===== src/rtl/axi4_lite_pkg.sv =====
// Shared types and constants for the AXI4-Lite write arbiter.
// Build option: AXI_WRITE_ARB_FIXED_PRIO_EN selects fixed priority instead of round-robin.
package axi4_lite_pkg;

  localparam int unsigned DefAddrWidth = 32;
  localparam int unsigned DefDataWidth = 32;
  localparam int unsigned StrbWidth    = 4;

  typedef enum logic [1:0] {
    ST_ARB   = 2'd0,
    ST_START = 2'd1,
    ST_WAIT  = 2'd2
  } arb_state_e;

endpackage


===== src/rtl/axi4_lite_rr_picker.sv =====
// Combinational winner select across NUM_REQ requesters.
// Round-robin from ptr_i by default; AXI_WRITE_ARB_FIXED_PRIO_EN picks the lowest index instead.
module axi4_lite_rr_picker #(
  parameter int unsigned NUM_REQ = 2
) (
  input  logic [NUM_REQ-1:0]         valid_i,
`ifndef AXI_WRITE_ARB_FIXED_PRIO_EN
  input  logic [$clog2(NUM_REQ)-1:0] ptr_i,
`endif
  output logic                       any_valid_o,
  output logic [$clog2(NUM_REQ)-1:0] winner_o
);

  localparam int unsigned IdxW = $clog2(NUM_REQ);

`ifdef AXI_WRITE_ARB_FIXED_PRIO_EN
  always_comb begin
    any_valid_o = |valid_i;
    winner_o    = '0;
    // Descending scan so the lowest set index is the last assignment.
    for (int i = NUM_REQ - 1; i >= 0; i--) begin
      if (valid_i[i]) winner_o = IdxW'(i);
    end
  end
`else
  int unsigned idx;
  logic        found;

  always_comb begin
    any_valid_o = |valid_i;
    winner_o    = '0;
    found       = 1'b0;
    idx         = 0;
    for (int unsigned i = 0; i < NUM_REQ; i++) begin
      idx = (32'(ptr_i) + i) % NUM_REQ;
      if (!found && valid_i[idx]) begin
        found    = 1'b1;
        winner_o = IdxW'(idx);
      end
    end
  end
`endif

endmodule


===== src/rtl/axi4_lite_write_arbiter.sv =====
// Shares one AXI4-Lite write master between NUM_REQ requesters, one write outstanding at a time.
// Build option: AXI_WRITE_ARB_FIXED_PRIO_EN selects fixed priority (no rotating pointer).
module axi4_lite_write_arbiter
  import axi4_lite_pkg::*;
#(
  parameter int unsigned NUM_REQ    = 2,
  parameter int unsigned ADDR_WIDTH = DefAddrWidth,
  parameter int unsigned DATA_WIDTH = DefDataWidth
) (
  input  logic                            clk,
  input  logic                            rst,
  input  logic [NUM_REQ-1:0]              req_valid,
  input  logic [NUM_REQ*ADDR_WIDTH-1:0]   req_addr,
  input  logic [NUM_REQ*DATA_WIDTH-1:0]   req_data,
  input  logic [NUM_REQ*StrbWidth-1:0]    req_strobe,
  output logic [NUM_REQ-1:0]              req_grant,
  output logic [NUM_REQ-1:0]              req_done,
  output logic                            write_start,
  output logic [ADDR_WIDTH-1:0]           write_addr,
  output logic [DATA_WIDTH-1:0]           write_data,
  output logic [StrbWidth-1:0]            write_strobe,
  input  logic                            write_busy
);

  localparam int unsigned IdxW = $clog2(NUM_REQ);

  arb_state_e            state_q, state_d;
  logic [IdxW-1:0]       win_q, win_d;
  logic [ADDR_WIDTH-1:0] addr_q, addr_d;
  logic [DATA_WIDTH-1:0] data_q, data_d;
  logic [StrbWidth-1:0]  strb_q, strb_d;
  logic [IdxW-1:0]       pick_idx;
  logic                  any_valid;
  logic                  grant_fire;
  logic                  done_fire;

`ifndef AXI_WRITE_ARB_FIXED_PRIO_EN
  logic [IdxW-1:0] ptr_q, ptr_d;
`endif

  axi4_lite_rr_picker #(
    .NUM_REQ (NUM_REQ)
  ) u_picker (
    .valid_i     (req_valid),
`ifndef AXI_WRITE_ARB_FIXED_PRIO_EN
    .ptr_i       (ptr_q),
`endif
    .any_valid_o (any_valid),
    .winner_o    (pick_idx)
  );

  // Gated by rst so nothing pulses while reset is being applied.
  assign grant_fire = rst && (state_q == ST_ARB) && any_valid && !write_busy;
  assign done_fire  = rst && (state_q == ST_WAIT) && !write_busy;

  always_comb begin
    state_d = state_q;
    win_d   = win_q;
    addr_d  = addr_q;
    data_d  = data_q;
    strb_d  = strb_q;
`ifndef AXI_WRITE_ARB_FIXED_PRIO_EN
    ptr_d   = ptr_q;
`endif
    unique case (state_q)
      ST_ARB: begin
        if (grant_fire) begin
          win_d   = pick_idx;
          addr_d  = req_addr[pick_idx*ADDR_WIDTH +: ADDR_WIDTH];
          data_d  = req_data[pick_idx*DATA_WIDTH +: DATA_WIDTH];
          strb_d  = req_strobe[pick_idx*StrbWidth +: StrbWidth];
`ifndef AXI_WRITE_ARB_FIXED_PRIO_EN
          ptr_d   = (pick_idx == IdxW'(NUM_REQ - 1)) ? '0 : pick_idx + 1'b1;
`endif
          state_d = ST_START;
        end
      end
      ST_START: state_d = ST_WAIT;
      ST_WAIT:  if (!write_busy) state_d = ST_ARB;
      default:  state_d = ST_ARB;
    endcase
  end

  always_ff @(posedge clk) begin
    if (!rst) begin
      state_q <= ST_ARB;
      win_q   <= '0;
      addr_q  <= '0;
      data_q  <= '0;
      strb_q  <= '0;
`ifndef AXI_WRITE_ARB_FIXED_PRIO_EN
      ptr_q   <= '0;
`endif
    end else begin
      state_q <= state_d;
      win_q   <= win_d;
      addr_q  <= addr_d;
      data_q  <= data_d;
      strb_q  <= strb_d;
`ifndef AXI_WRITE_ARB_FIXED_PRIO_EN
      ptr_q   <= ptr_d;
`endif
    end
  end

  always_comb begin
    for (int i = 0; i < NUM_REQ; i++) begin
      req_grant[i] = grant_fire && (pick_idx == IdxW'(i));
      req_done[i]  = done_fire && (win_q == IdxW'(i));
    end
  end

  assign write_start  = (state_q == ST_START);
  assign write_addr   = write_start ? addr_q : '0;
  assign write_data   = write_start ? data_q : '0;
  assign write_strobe = write_start ? strb_q : '0;

endmodule


===== config.mk =====
export PLATFORM = sky130hd
export DESIGN_NAME = axi4_lite_write_arbiter
export DESIGN_NICKNAME = d
export VERILOG_FILES = /design/src/rtl/axi4_lite_pkg.sv /design/src/rtl/axi4_lite_rr_picker.sv /design/src/rtl/axi4_lite_write_arbiter.sv
export SDC_FILE = /design/constraint.sdc
export NUM_CORES = 1
export LEC_CHECK = 0
export CAP_MARGIN = 25
export CORE_MARGIN = 2
export CORE_UTILIZATION = 30
export CTS_BUF_LIST = sky130_fd_sc_hd__clkbuf_16
export CTS_CLUSTER_SIZE = 14
export DETAILED_ROUTE_END_ITERATION = 12
export GPL_TIMING_DRIVEN = 0
export PLACE_DENSITY = 0.76
export SYNTH_ARGS = -nofsm -noshare
export SYNTH_HDL_FRONTEND = slang
export SYNTH_SLANG_ARGS = --single-unit

===== constraint.sdc =====
create_clock -name clk -period 1.2 [get_ports clk]
set_input_delay 0.12 -clock clk [delete_from_list [all_inputs] [get_ports clk]]
set_output_delay 0.12 -clock clk [all_outputs]
set_load 0.03 [all_outputs]

==> impl_metrics.env <==
export IMPL_insertedDiodeCount=0
export IMPL_final_hold_violation_count=0
export IMPL_yosys_register_bits=72
export IMPL_clockPowerShare_pct=35.5
export IMPL_final_max_slew_violation_count=0
export IMPL_route_final_wire_length_mm=19.4
export IMPL_hold_fix_buffers_at_cts=0
export IMPL_synth_warning_count=0
export IMPL_synth_yosys_seq_area_share_pct=36.5
export IMPL_fin_nets=907
export IMPL_cts_tree="yes"
export IMPL_groute_layer_met1_usage_pct=29.1
export IMPL_synth_top_cells_by_area="sky130_fd_sc_hd__dfxtp_1, sky130_fd_sc_hd__a311oi_1, sky130_fd_sc_hd__and2_1, sky130_fd_sc_hd__a21oi_1, sky130_fd_sc_hd__nand3_1"
export IMPL_synth_edff_count=0
export IMPL_grt_ovfl_total=0
export IMPL_yosys_cell_count_top_type="sky130_fd_sc_hd__dfxtp_1"
export IMPL_final_setup_worst_slack_ns=-0.415
export IMPL_clock_path_buffers=2
export IMPL_cp_slowest_cell="sky130_fd_sc_hd__dfxtp_2"
export IMPL_slew_headroom_pct=52.2
export IMPL_rsz_0062_raised_after_global_routing="true"
export IMPL_share_seq_of_total_power_pct=33.3
export IMPL_worst_hold_slack_ns=0.122
export IMPL_violated_checks="negative setup slack"
export IMPL_timing_critical_path_cells="nor2b_4, buf_12, clkbuf_16, and2_4, buf_6"
export IMPL_clock_pin_transition_on_the_worst_setup_and_hold_timing_paths_ns=0.06
export IMPL_antenna_left=0
export IMPL_initial_core_utilization_pct=31.0
export IMPL_power_switching_mw=2.33
export IMPL_worstPathArrival_ns=1.49
export IMPL_path_max_fanout=10
export IMPL_instances_no_fill=943
export IMPL_crit_type="reg2out"
export IMPL_grtUsageMet3_pct=3.72
export IMPL_ys_async_sr_fraction_pct=0
export IMPL_fin_worst_skew_ns=0.00558
export IMPL_synth_flop_cell="sky130_fd_sc_hd__dfxtp_1"
export IMPL_leakage_nw=3.21
export IMPL_synth_common_cells="sky130_fd_sc_hd__dfxtp_1, sky130_fd_sc_hd__a21oi_1, sky130_fd_sc_hd__and2_1, sky130_fd_sc_hd__nand3_1, sky130_fd_sc_hd__a311oi_1"
export IMPL_global_route_usage_total_pct=24.7
export IMPL_critical_path_startpoint_type="flip-flop"
export IMPL_report_final_setup_viol=143
export IMPL_syn_instance_count=500
export IMPL_summed_instance_area_of_the_synthesized_netlist_sq_mm=0.00395
export IMPL_layout_worst_path_cycle_share_pct=135
export IMPL_period_needed_ns=1.61
export IMPL_grt_antenna_before_repair=0
export IMPL_postSynthAreaPerCell_sq_um=7.90
export IMPL_power_switching_share_pct=28.9
export IMPL_place_inst=884
export IMPL_post_synth_top_area_cell="sky130_fd_sc_hd__dfxtp_1"
export IMPL_post_synth_top_area_fraction_pct=36.5
export IMPL_clockRootBuffer="sky130_fd_sc_hd__clkbuf_16"
export IMPL_route_detailed_vias_per_inst=5.67
export IMPL_numClockSinks=72
export IMPL_worst_endpoint_required_ns=1.08
export IMPL_worst_setup_path_end_kind="output pin"
export IMPL_vdd_ir_drop_worst_v=0.000559
export IMPL_grt_max_degree=13
export IMPL_wire_per_inst_um=20.5
export IMPL_fp_row_count=41
export IMPL_met2_usage_pct=44.1
export IMPL_die_h_um=119
export IMPL_cts_inserted_buffers=9
export IMPL_place_detailed_hpwl_mm=11.8
export IMPL_top_usage_layer="met2"
export IMPL_drc_errors=0
export IMPL_cellInternalPower_mw=5.72
export IMPL_status="complete, but fails checks"
export IMPL_timing_worst_slew_pin_value_ns=0.717
export IMPL_p_comb_share_pct=31.2
export IMPL_floorplan_die_width_um=119
export IMPL_crit_path_max_incr_delay_ns=0.35
export IMPL_dr_first_iter_drc_count=539
export IMPL_fp_dieArea_sq_mm=0.0141
export IMPL_h_tree_depth=3
export IMPL_route_vias_total=5349
export IMPL_synth_net_count=641
export IMPL_place_port_buffers=212
export IMPL_ioPinCount=214
export IMPL_maxCapViolations=0
export IMPL_clk_latency_ns=0.33
export IMPL_hold_path_class="in2reg"
export IMPL_gp_congestion=0.872
export IMPL_achievable_frequency_mhz=619
export IMPL_firstDrtPassIters=5
export IMPL_syn_to_final_growth_pct=114
export IMPL_synth_cell_types=27
export IMPL_global_route_wire_length_before_repair_mm=28.1
export IMPL_core_area_sq_mm=0.0127
export IMPL_power_density_mw_per_mm2=951
export IMPL_final_layout_size_suffix_gt1_share_pct=46.8
export IMPL_grt_pass1_vias=5509
==> critical path: cells and delay by family, from the launching register on <==
kind                   cells  cell delay (ns)
buffers and inverters      3             0.48
and+or+nand+nor            2             0.33
DFF                        1             0.35
==> worst paths after layout <==
path	from	to	slack, ns	cells past startpoint
min	rst	ptr_q	0.12	2
max reg2reg	state_q[0]	data_q[4]	-0.32	7
min reg2reg	strb_q[3]	strb_q[3]	0.49	2
max	state_q[0]	write_data[30]	-0.41	5
==> sequential cells by signal, indices dropped and copies added, names as in the netlist <==
| name | flops |
|---|---|
| addr_q | 32 |
| data_q | 32 |
| ptr_q | 1 |
| state_q | 2 |
| strb_q | 4 |
| win_q | 1 |
==> layout make-up <==
class                   instances  area, sq um
flip-flops and latches         72         1450
multi-input cells             357         2880
clock inverters                 7         86.3
repair buffers                259         2930
well taps                     172          215
fillers                       965         4260
inverters                       4         27.5
clock buffers                   9          225
plain buffers                  63          662
==> kinds of logic after synthesis <==
| logic type | count (synthesis) | share of synthesized area (%) |
|---|---|---|
| AO/OA/AOI/OAI | 210 | 33.6 |
| AND/OR/NAND/NOR | 147 | 21.2 |
| flip-flops | 72 | 36.5 |
| buffers and inverters | 71 | 8.62 |
==> placed cells by master, fill, tap and decap left out, drive strengths merged <==
cell type / netlist / final
clkinv: 0 / 5
o211a: 1 / 1
o21ai: 68 / 68
nand4b: 1 / 1
and3: 1 / 1
bufinv: 0 / 2
dlymetal6s2s: 0 / 1
clkbuf: 30 / 36
clkdlybuf4s50: 0 / 137
dfxtp: 72 / 72
a21bo: 1 / 1
and2: 68 / 68
nand2b: 1 / 1
nor2: 2 / 2
buf: 37 / 156
nand2: 2 / 2
clkinvlp: 0 / 1
inv: 4 / 3
nand3: 68 / 68
o21ba: 1 / 1
nor3b: 1 / 1
dlygate4sd2: 0 / 1
nor2b: 3 / 3
a21oi: 71 / 71
a311oi: 68 / 68
==> through the flow <==
step	utilization, %	TNS, ns	worst slack, ns	cell area (sq um)	total power, mW
after floorplan	-	0	0.000443	4080	3.50
after global placement	50.4	-105.46	-1.02	6420	4.26
after detailed placement	50.4	-108.00	-1.02	6420	4.31
after CTS	63.4	-36.64	-0.359	8070	7.77
after global routing	66.5	-49.33	-0.482	8460	8.33
final	66.5	-42.09	-0.415	8460	8.05
==> power by group through the flow <==
stage	sequential, mW	clock [mW]	combinational, mW
floorplan	2.66	0	0.839
global placement	2.68	0	1.59
detailed placement	2.68	0	1.62
CTS	2.66	2.85	2.26
global route	2.70	3.00	2.63
finish	2.68	2.86	2.51
==> routing by layer <==
metal | wire length [um] | share of wire [%] | up-vias
met5 | 0 | 0 | -
met4 | 705 | 3.6 | 0
met3 | 1220 | 6.3 | 64
met2 | 9930 | 51 | 293
met1 | 7500 | 39 | 2590
li1 | - | - | 2402
==> what timing repair did <==
item,4_1_cts,5_1_grt
pin swaps,75,53
gates cloned,15,4
endpoints found under the setup margin,145,144
gates resized for setup,765,99
buffers inserted,29,11
endpoints found under the hold margin,0,0
Note: power is estimated with default switching activity, not from simulation.
